$ cat src/rtl/nexys_video_basic_io_pkg.sv
// Shared constants for the Nexys Video basic-IO path: default board sizes,
// default debounce window and push-button index names.
package nexys_video_basic_io_pkg;

  localparam int DEF_N_BUTTONS       = 5;
  localparam int DEF_N_SWITCHES      = 8;
  localparam int DEF_DEBOUNCE_CYCLES = 1_000_000;  // 10 ms at 100 MHz

  localparam int BTN_C = 0;
  localparam int BTN_U = 1;
  localparam int BTN_L = 2;
  localparam int BTN_R = 3;
  localparam int BTN_D = 4;

endpackage

$ cat src/rtl/nexys_video_debounce_bit.sv
// One input bit: 2-flop synchroniser, stability counter, accepted level and
// registered rise/fall pulses. A single cycle where the synchronised input
// matches the accepted level restarts the stability window.
module nexys_video_debounce_bit
  import nexys_video_basic_io_pkg::*;
#(
  parameter int DEBOUNCE_CYCLES = DEF_DEBOUNCE_CYCLES,
  parameter int CNT_WIDTH       = $clog2(DEBOUNCE_CYCLES)
) (
  input  logic aclk,
  input  logic areset,
  input  logic i_raw,
  output logic o_level,
  output logic o_rise,
  output logic o_fall
);

  localparam logic [CNT_WIDTH-1:0] CNT_MAX = CNT_WIDTH'(DEBOUNCE_CYCLES - 1);

  logic                 r_s1;
  logic                 r_s2;
  logic                 r_q;
  logic                 r_rise;
  logic                 r_fall;
  logic [CNT_WIDTH-1:0] r_cnt;

  logic w_diff;
  logic w_done;

  assign w_diff = (r_s2 != r_q);
  assign w_done = (r_cnt == CNT_MAX);

  // Synchronise, count consecutive differing cycles, accept after the window
  always_ff @(posedge aclk) begin
    if (areset) begin
      r_s1   <= 1'b0;
      r_s2   <= 1'b0;
      r_q    <= 1'b0;
      r_cnt  <= '0;
      r_rise <= 1'b0;
      r_fall <= 1'b0;
    end else begin
      r_s1   <= i_raw;
      r_s2   <= r_s1;
      r_rise <= 1'b0;
      r_fall <= 1'b0;
      if (!w_diff) begin
        r_cnt <= '0;
      end else if (w_done) begin
        r_q    <= r_s2;
        r_cnt  <= '0;
        r_rise <= r_s2;
        r_fall <= ~r_s2;
      end else begin
        r_cnt <= r_cnt + 1'b1;
      end
    end
  end

  assign o_level = r_q;
  assign o_rise  = r_rise;
  assign o_fall  = r_fall;

endmodule

$ cat src/rtl/nexys_video_input_conditioner.sv
// Conditions raw Nexys Video buttons and switches for the basic-IO core:
// per-bit debounce, press/release/change pulses, and write-1-to-clear sticky
// press flags where a simultaneous press keeps the flag set.
module nexys_video_input_conditioner
  import nexys_video_basic_io_pkg::*;
#(
  parameter int N_BUTTONS       = DEF_N_BUTTONS,
  parameter int N_SWITCHES      = DEF_N_SWITCHES,
  parameter int DEBOUNCE_CYCLES = DEF_DEBOUNCE_CYCLES,
  parameter int CNT_WIDTH       = $clog2(DEBOUNCE_CYCLES)
) (
  input  logic                  aclk,
  input  logic                  areset,
  input  logic [N_BUTTONS-1:0]  i_buttons_raw,
  input  logic [N_SWITCHES-1:0] i_switches_raw,
  output logic [N_BUTTONS-1:0]  o_buttons,
  output logic [N_SWITCHES-1:0] o_switches,
  output logic [N_BUTTONS-1:0]  o_btn_press,
  output logic [N_BUTTONS-1:0]  o_btn_release,
  output logic [N_SWITCHES-1:0] o_sw_change,
  output logic [N_BUTTONS-1:0]  o_btn_sticky,
  input  logic [N_BUTTONS-1:0]  i_btn_clear
);

  logic [N_SWITCHES-1:0] w_sw_rise;
  logic [N_SWITCHES-1:0] w_sw_fall;
  logic [N_BUTTONS-1:0]  r_sticky;

  for (genvar gi = 0; gi < N_BUTTONS; gi++) begin : g_btn
    nexys_video_debounce_bit #(
      .DEBOUNCE_CYCLES (DEBOUNCE_CYCLES),
      .CNT_WIDTH       (CNT_WIDTH)
    ) u_db (
      .aclk    (aclk),
      .areset  (areset),
      .i_raw   (i_buttons_raw[gi]),
      .o_level (o_buttons[gi]),
      .o_rise  (o_btn_press[gi]),
      .o_fall  (o_btn_release[gi])
    );
  end

  for (genvar gi = 0; gi < N_SWITCHES; gi++) begin : g_sw
    nexys_video_debounce_bit #(
      .DEBOUNCE_CYCLES (DEBOUNCE_CYCLES),
      .CNT_WIDTH       (CNT_WIDTH)
    ) u_db (
      .aclk    (aclk),
      .areset  (areset),
      .i_raw   (i_switches_raw[gi]),
      .o_level (o_switches[gi]),
      .o_rise  (w_sw_rise[gi]),
      .o_fall  (w_sw_fall[gi])
    );
  end

  // Both inputs to the OR are registered one-cycle pulses, so the change
  // pulse is glitch-free and lasts exactly one cycle.
  assign o_sw_change = w_sw_rise | w_sw_fall;

  // Sticky press flags: clear by write-1, a same-cycle press wins
  always_ff @(posedge aclk) begin
    if (areset) begin
      r_sticky <= '0;
    end else begin
      r_sticky <= (r_sticky & ~i_btn_clear) | o_btn_press;
    end
  end

  assign o_btn_sticky = r_sticky;

endmodule

$ cat config.mk
export PLATFORM = sky130hd
export DESIGN_NAME = nexys_video_input_conditioner
export DESIGN_NICKNAME = d
export VERILOG_FILES = /design/src/rtl/nexys_video_basic_io_pkg.sv /design/src/rtl/nexys_video_debounce_bit.sv /design/src/rtl/nexys_video_input_conditioner.sv
export SDC_FILE = /design/constraint.sdc
export NUM_CORES = 1
export LEC_CHECK = 0
export ABC_AREA = 1
export CAP_MARGIN = 20
export CORE_MARGIN = 4
export CORE_UTILIZATION = 50
export DETAILED_ROUTE_END_ITERATION = 16
export PLACE_DENSITY_LB_ADDON = 0.25
export SYNTH_ARGS = -nofsm -noshare
export SYNTH_HDL_FRONTEND = slang
export SYNTH_SLANG_ARGS = --single-unit
$ cat constraint.sdc
create_clock -name aclk -period 3.91 [get_ports aclk]
set_clock_uncertainty 0.1 [all_clocks]
set_input_delay 0.782 -clock aclk [delete_from_list [all_inputs] [get_ports aclk]]
set_output_delay 0.782 -clock aclk [all_outputs]
set_load 0.03 [all_outputs]
==> impl_metrics.ini, run 1 <==
[global_route]
grt_first_pass_wirelength_mm = 56.6
grtUsageTotal_pct = 18.2
gr-total-overflow = 0
antenna_found_initial = 0
grt_max_degree = 30
grt_pass1_vias = 13000

[cells_and_area]
layout-drive-gt1-share_pct = 5.97
final_area_um2 = 17900
fin_cells = 2829
num_antenna_cells = 0
layout.nets = 2433
utilization_pct = 57.0
area_delta_synth_final_pct = 12.7

[critical_path]
rr_startpoint = g_sw[5].u_db.r_cnt[0]
reg2reg_slack_ns = 1.88
crit_start = g_sw[2].u_db.o_fall
crit_slowest_cell = clkdlybuf4s50_1
r2r-end = g_sw[5].u_db.r_cnt[19]
cp.required_ns = 3.03
crit_path_start_kind = register
crit_path_end_kind = output port
worst-path-stages = 2
cp_num_buf_inv = 1
reg2regPathDepth = 8
cp_cell_sequence = or2_2 > clkdlybuf4s50_1
cp-endpoint = o_sw_change[2]
crit_type = reg -> out
path_max_fanout = 1
cpPeakStageDelay_ns = 0.61
critPathTopFamily = buffers and inverters
arrival_ns = 1.74

[placed_design]
routabilityCongestion = 0.882
dp.cells = 2762
dpl_worst_slack_ns = 1.44
io_buffers = 55
dp_hpwl_mm = 23.1
placed_area_um2 = 16600

[min_path]
hold_path_depth = 2
holdCritPathClass = reg -> reg

[yosys]
syn_area_per_cell_um2 = 6.77
ys_ff_latch = 330
yosysWarnings = 0
synth_common_cells = nand2_1, nor2_1, dfxtp_1
synth-edff-count = 0
yosysTopAreaCell = dfxtp_1
synth_area_um2 = 15900
synth_ff_type = dfxtp_1
synth_nets = 2383
synth_area_leaders = dfxtp_1, nand2_1, nor2_1, inv_1, nand3_1
yosysUniqueCellTypes = 29
ys_async_sr_fraction_pct = 0
synth_seq_area_share_pct = 41.5
synth_most_common_cell = nand2_1
syn-instance-count = 2350
synth_top_area_share_pct = 41.5

[clock_network]
clock-root-buffer = clkbuf_16
post-cts-setup-buffer-count = 0
cts_num_sinks = 330
clk_pin_slew_worst_paths_ns = 0.06
cts_buffer_depth = 3
post_cts_resized = 0
cts_tree = done
clk_latency_ns = 0.53
hold_buffers = 0
h-tree-depth = 2
cts_buffers = 38

[power_and_ir_drop]
ir_drop_v = 0.000324
pwr-share-seq_pct = 47.5
power_density_nw_per_um2 = 398
p_clk_share_pct = 51.3
p_comb_share_pct = 1.2
leakagePower_nw = 5.83
cellInternalPower_mw = 5.70
power_switching_mw = 1.45
switching_share_pct = 20.2
power_mw = 7.14

[sta]
hold_viol = 0
min_period_over_period_pct = 67.0
worst_slack_ns = 1.29
fmax_mhz = 382
min_period_ns = 2.62
rsz0062_at_grt = no
slew_headroom_pct = 52.5
whs_ns = 0.302
slew_viol_final = 0
worst_slew_pin_slew_ns = 0.711
tns_ns = 0
finalSetupViolCount = 0

[drt]
drt_iter0_drc = 558
vias = 13900
drt-total-wl_mm = 32.0
drc = 0
first_pass_iters = 5
ant_nets = 0
vias_per_cell = 4.91
wire_per_inst_um = 11.3

[floorplan]
dieArea_um2 = 34700
core_area_um2 = 31500
fp.dieH_um = 186
initial_utilization_pct = 50.5
row_count = 65
die_w_um = 186
io_pins = 56

[run]
maxCapViolations = 0

[run_status]
status = complete, no violations
## per-layer routing
metal / wire, um / up-vias / track usage, % / part of all wire (%)
met3: 1370 / 50 / 3.07 / 4.3
met2: 15100 / 197 / 31.5 / 47
met1: 15000 / 6276 / 23.8 / 47
met5: 0 / - / 0 / 0
li1: - / 7356 / - / -
met4: 601 / 0 / 4.61 / 1.9
## state kept, by name, indices dropped and copies added, names as in the netlist, 8 cells and up
register / flops
g_sw.u_db.r_s2: 8
g_sw.u_db.o_level: 8
g_sw.u_db.r_s1: 8
g_sw.u_db.o_fall: 8
g_btn.u_db.r_cnt: 100
g_sw.u_db.o_rise: 8
g_sw.u_db.r_cnt: 160
## cell families (layout without fill, tap and decap cells)
logic type | after synthesis | after routing | synth area share [%]
buf+inv | 308 | 385 | 8.39
xor+xnor | 105 | 105 | 5.78
flops | 330 | 330 | 41.5
compound gates | 160 | 160 | 5.15
fa+ha+maj | 13 | 13 | 1.02
simple gates | 1434 | 1434 | 38.1
## layout by cell type (no fill, tap or decap), drive strengths merged
| cell type | n |
|---|---|
| nand4 | 32 |
| ha | 13 |
| clkinvlp | 4 |
| clkinv | 1 |
| nor3 | 20 |
| clkbuf | 57 |
| nand2 | 610 |
| inv | 259 |
| nor2 | 584 |
| nand3 | 139 |
| and2 | 2 |
| nand3b | 18 |
| xor2 | 57 |
| or2 | 29 |
| o21bai | 7 |
| buf | 6 |
| a21oi | 127 |
| xnor2 | 48 |
| bufinv | 4 |
| clkdlybuf4s50 | 54 |
| dfxtp | 330 |
| o21ai | 26 |
## final cells by class
type / instances / area, um2
Fill cell: 3031 / 13500
Multi-Input combinational cell: 1712 / 7960
Sequential cell: 330 / 6610
Clock buffer: 57 / 1140
Inverter: 258 / 968
Timing Repair Buffer: 60 / 583
Tap cell: 402 / 503
Clock inverter: 10 / 164
## worst register-to-register path: stages (launching register included)
cell,delay [ns]
dfxtp_1,0.40
ha_1,0.24
nand2_1,0.06
nor2_1,0.17
nand2_1,0.10
inv_1,0.06
nand3_1,0.09
nand2_1,0.53
nor2_1,0.13
## how the worst min path moves through the flow
stage,startpoint,endpoint,slack (ns)
after detailed placement,g_sw[0].u_db.r_s1,g_sw[0].u_db.r_s2,0.30
after global routing,g_btn[0].u_db.r_s1,g_btn[0].u_db.r_s2,0.32
after global placement,g_sw[0].u_db.r_s1,g_sw[0].u_db.r_s2,0.29
after floorplan,g_btn[0].u_db.r_s1,g_btn[0].u_db.r_s2,0.29
final,g_btn[0].u_db.r_s1,g_btn[0].u_db.r_s2,0.30
after CTS,g_btn[0].u_db.r_s1,g_btn[0].u_db.r_s2,0.30
## power groups by stage
stage / Sequential [mW] / Clock (mW) / Combinational, mW
6_report: 3.39 / 3.66 / 0.0867
5_1_grt: 3.39 / 3.91 / 0.0984
3_5_place_dp: 3.47 / 0 / 0.0888
4_1_cts: 3.39 / 3.75 / 0.0891
3_3_place_gp: 3.47 / 0 / 0.0872
2_1_floorplan: 3.46 / 0 / 0.0571
No activity file was read; power rests on OpenSTA's default activity.
==> run 2: changes to the inputs <==
==> constraint.sdc (replaced) <==
create_clock -name aclk -period 2.6 [get_ports aclk]
set_clock_uncertainty 0.1 [all_clocks]
set_input_delay 0.52 -clock aclk [delete_from_list [all_inputs] [get_ports aclk]]
set_output_delay 0.52 -clock aclk [all_outputs]
set_load 0.03 [all_outputs]
==> run 2 against run 1 <==
Against the previous run:
- die area unchanged
- setup slack worse by 1.0 ns
- clock-buffer cell count unchanged
- first-iteration DRC count up 15%
- cell count up 0.11%
- design area down 0.17%
- total power up 47%
- routed wire length down 2.3%
- hold slack worse by 0.0034 ns
- sequential cell count unchanged
- critical path type unchanged
- largest cell class unchanged
- largest power group unchanged
==> impl_metrics.ini, run 2 (synthesis results as in run 1) <==
[run_status]
status = complete, no violations

[placed_design]
placed_area_um2 = 16600
dp_hpwl_mm = 22.9
io_buffers = 55
routabilityCongestion = 0.879

[critical_path]
path_max_fanout = 1
cp_num_buf_inv = 1
arrival_ns = 1.73
cp_cell_sequence = or2_2 > clkdlybuf4s50_1
critPathTopFamily = buffers and inverters
crit_path_start_kind = register
crit_slowest_cell = clkdlybuf4s50_1
cpPeakStageDelay_ns = 0.60
crit_path_end_kind = output port
cp.required_ns = 1.98
crit_type = reg -> out

[drt]
vias = 13700
ant_nets = 0
drt-total-wl_mm = 31.3
drc = 0
vias_per_cell = 4.83
drt_iter0_drc = 643
first_pass_iters = 4
wire_per_inst_um = 11.1

[power_and_ir_drop]
power_density_nw_per_um2 = 587
ir_drop_v = 0.000490
leakagePower_nw = 5.83

[floorplan]
row_count = 65
io_pins = 56
core_area_um2 = 31500
initial_utilization_pct = 50.5
fp.dieH_um = 186
dieArea_um2 = 34700
die_w_um = 186

[cells_and_area]
reg_top3 = g_sw.u_db.r_cnt: 160 flops, g_btn.u_db.r_cnt: 100 flops
layout-drive-gt1-share_pct = 6.01
regMostFlops = g_sw.u_db.r_cnt
final_area_um2 = 17900
layout.nets = 2435
final_cell_mix = nand2_1, nor2_1, dfxtp_1
area_delta_synth_final_pct = 12.6
num_antenna_cells = 0
final_common_cell = nand2_1
largest_reg_flops = 160

[run]
maxCapViolations = 0

[global_route]
grtUsageTotal_pct = 17.8
antenna_found_initial = 0
grt_pass1_vias = 12900
grt_first_pass_wirelength_mm = 55.5
gr-total-overflow = 0
grt_max_degree = 21

[sta]
min_period_ns = 2.35
slew_headroom_pct = 50.2
worst_slew_pin_slew_ns = 0.745
fmax_mhz = 425
tns_ns = 0
finalSetupViolCount = 0
rsz0062_at_grt = no
slew_viol_final = 0
min_period_over_period_pct = 90.5
hold_viol = 0

[clock_network]
clock-root-buffer = clkbuf_16
post-cts-setup-buffer-count = 0
cts_num_sinks = 330
post_cts_resized = 0
clk_pin_slew_worst_paths_ns = 0.06
h-tree-depth = 2
cts_tree = done
clk_latency_ns = 0.52
cts_buffers = 37
cts_buffer_depth = 3
hold_buffers = 0

[min_path]
holdCritPathClass = reg -> reg
## run 2: changes by cell type in the layout (fill, tap and decap cells not counted), moves of 2 or more
cell	delta
clkinvlp_4	-3
clkinv_2	+3
clkbuf_1	+2
buf_4	+3
## run 2: worst paths after layout
kind | start | slack (ns) | endpoint | cells after the start
worst max-delay path | g_sw[1].u_db.o_fall | 0.25 | o_sw_change[1] | 2
worst min-delay path | g_btn[4].u_db.r_s1 | 0.30 | g_btn[4].u_db.r_s2 | 2
worst max register to register | g_btn[1].u_db.r_cnt[0] | 0.72 | g_btn[1].u_db.r_cnt[9] | 8
worst min register to register | g_btn[4].u_db.r_s1 | 0.30 | g_btn[4].u_db.r_s2 | 2
## run 2: worst min-delay path, cell delays in order (launching register included)
cell     delay (ns)
dfxtp_1        0.29
inv_1          0.04
nor2_1         0.03
## run 2: metal layers
layer  vias up  track usage (%)  wire [um]
met3        46             2.66       1050
li1       7354                -          -
met1      6118             22.9      15000
met5         -                0          0
met2       168             31.5      14600
met4         0             4.64        560
## run 2: stage by stage
stage          utilization, %  total power [mW]  setup slack (ns)  hold slack [ns]  cells
5_1_grt                  56.9              10.9             0.189            0.322   2832
2_1_floorplan               -              5.29              1.04            0.288   2350
6_report                 56.9              10.5             0.247            0.299   2832
3_3_place_gp             52.9              5.34             0.574            0.292   2765
3_5_place_dp             52.9              5.35             0.527            0.294   2765
4_1_cts                  56.9              10.7             0.208            0.302   2832
## run 2: power breakdown
group | switching (mW) | internal (mW)
clock network | 2.03 | 3.25
registers | 0.0185 | 5.08
logic | 0.0816 | 0.0500
total | 2.13 | 8.38
## run 2: final cells by class
cell class / instances / area [um2]
tap: 402 / 503
clock inverter: 10 / 143
inverter: 258 / 968
clock buffer: 57 / 1110
timing repair buffer: 63 / 606
fill: 2954 / 13600
multi-input combinational: 1712 / 7960
sequential: 330 / 6610
==> RTL change, RTL diff (settings of run 2) <==
The package constant `DEF_N_BUTTONS` goes from 5 to 10.
--- a/src/rtl/nexys_video_basic_io_pkg.sv
+++ b/src/rtl/nexys_video_basic_io_pkg.sv
@@ -2,7 +2,7 @@
 // default debounce window and push-button index names.
 package nexys_video_basic_io_pkg;
 
-  localparam int DEF_N_BUTTONS       = 5;
+  localparam int DEF_N_BUTTONS       = 10;
   localparam int DEF_N_SWITCHES      = 8;
   localparam int DEF_DEBOUNCE_CYCLES = 1_000_000;  // 10 ms at 100 MHz
 
Interface: changed (6 resized); port bits go from 56 to 86. No check against the original RTL was run, so the function may have changed too.
==> RTL change against run 2 <==
Worst setup slack worse by 0.063 ns; critical path depth unchanged; routed wire length increased by 41%; power grew 38%; design area increased by 39%; global-route usage grew 0.96 points; sequential cell count increased by 130; synthesized area increased by 38%; critical path type unchanged; critical endpoint is now o_sw_change[7]; largest cell class unchanged.
==> RTL change: results (changes against run 2) <==
Synth
  – FF+latch count, synth: 460 (was 330)
  – Top cells by count, synth: nand2_1 (823), nor2_1 (784), dfxtp_1 (460) (was nand2_1 (599), nor2_1 (549), dfxtp_1 (330))
  – Top cells by area in the synthesized netlist: dfxtp_1 (42%), nand2_1 (14%), nor2_1 (13%) (unchanged)
  – Xor/xnor cell area share of the yosys netlist: 0.0628 (was 0.0578)
  – Mapped Cells: 3245 (was 2350)

Hold path
  – Hold wc startpoint: areset (was g_btn[4].u_db.r_s1$_SDFF_PP0_)
  – Worst min path class: primary input to flip-flop (was flip-flop to flip-flop)
  – Hold Path End: g_btn[7].u_db.r_s2$_SDFF_PP0_ (was g_btn[4].u_db.r_s2$_SDFF_PP0_)

Power
  – Leak Pwr: 8.15 nW (was 5.83 nW)
  – Worst vdd ir: 500 µV (was 490 µV)

Place
  – Worst slack, placed: 0.547 ns (was 0.527 ns)
  – Placed insts: 3856 (was 2765)
  – IO Port Bufs: 85 (was 55)

Outcome
  – Status: finished clean (unchanged)

Global routing
  – Total track usage: 0.188 (was 0.178)
  – Number of global-route vias before repair: 18047 (was 12912)

Finish
  – Non-clk buf share: 0.0406 (was 0.0338)
  – Clk tree area frac: 0.0691 (was 0.0701)
  – Register Area: 9210 µm² (was 6610 µm²)

Critical path
  – Critical path launch point: g_sw[7].u_db.o_fall$_SDFF_PP0_ (was g_sw[1].u_db.o_fall$_SDFF_PP0_)
  – Flop-to-flop setup slack: 0.52 ns (was 0.72 ns)
  – End of the critical path: o_sw_change[7] (was o_sw_change[1])
  – Critical path arrival: 1.80 ns (was 1.73 ns)

STA
  – Slew @ Worst Pin: 0.680 ns (was 0.745 ns)

Clock tree
  – CTS Buf Count: 49 (was 37)
-- RTL change: cell count changes after synthesis, sizes merged, moves of 13 or more --
cell   change
or2       +20
inv       +94
nand3     +53
o21ai     +13
buf       +26
nor2     +217
xor2      +29
nand2    +218
xnor2     +23
dfxtp    +130
a21oi     +38
-- RTL change: critical path, cell delays in order (launching register included) --
cell	delay, ns
dfxtp_1	0.29
or2_2	0.32
clkdlybuf4s50_1	0.60
-- RTL change: metrics by stage --
step	utilization	instance area, µm²
floorplan	-	21900
global placement	0.536	23100
detailed placement	0.536	23100
CTS	0.575	24800
global route	0.575	24800
finish	0.575	24800
-- RTL change: routing by layer --
| layer | global-route usage | part of all wire |
|---|---|---|
| met1 | 0.243 | 0.48 |
| met3 | 0.0320 | 0.045 |
| met4 | 0.0615 | 0.024 |
| met5 | 0 | 0 |
| met2 | 0.320 | 0.46 |
-- RTL change: logic make-up after synthesis --
group	Yosys count
compound gates	216
xor+xnor	157
fa+ha+maj	18
buf+inv	430
flops	460
simple gates	1964
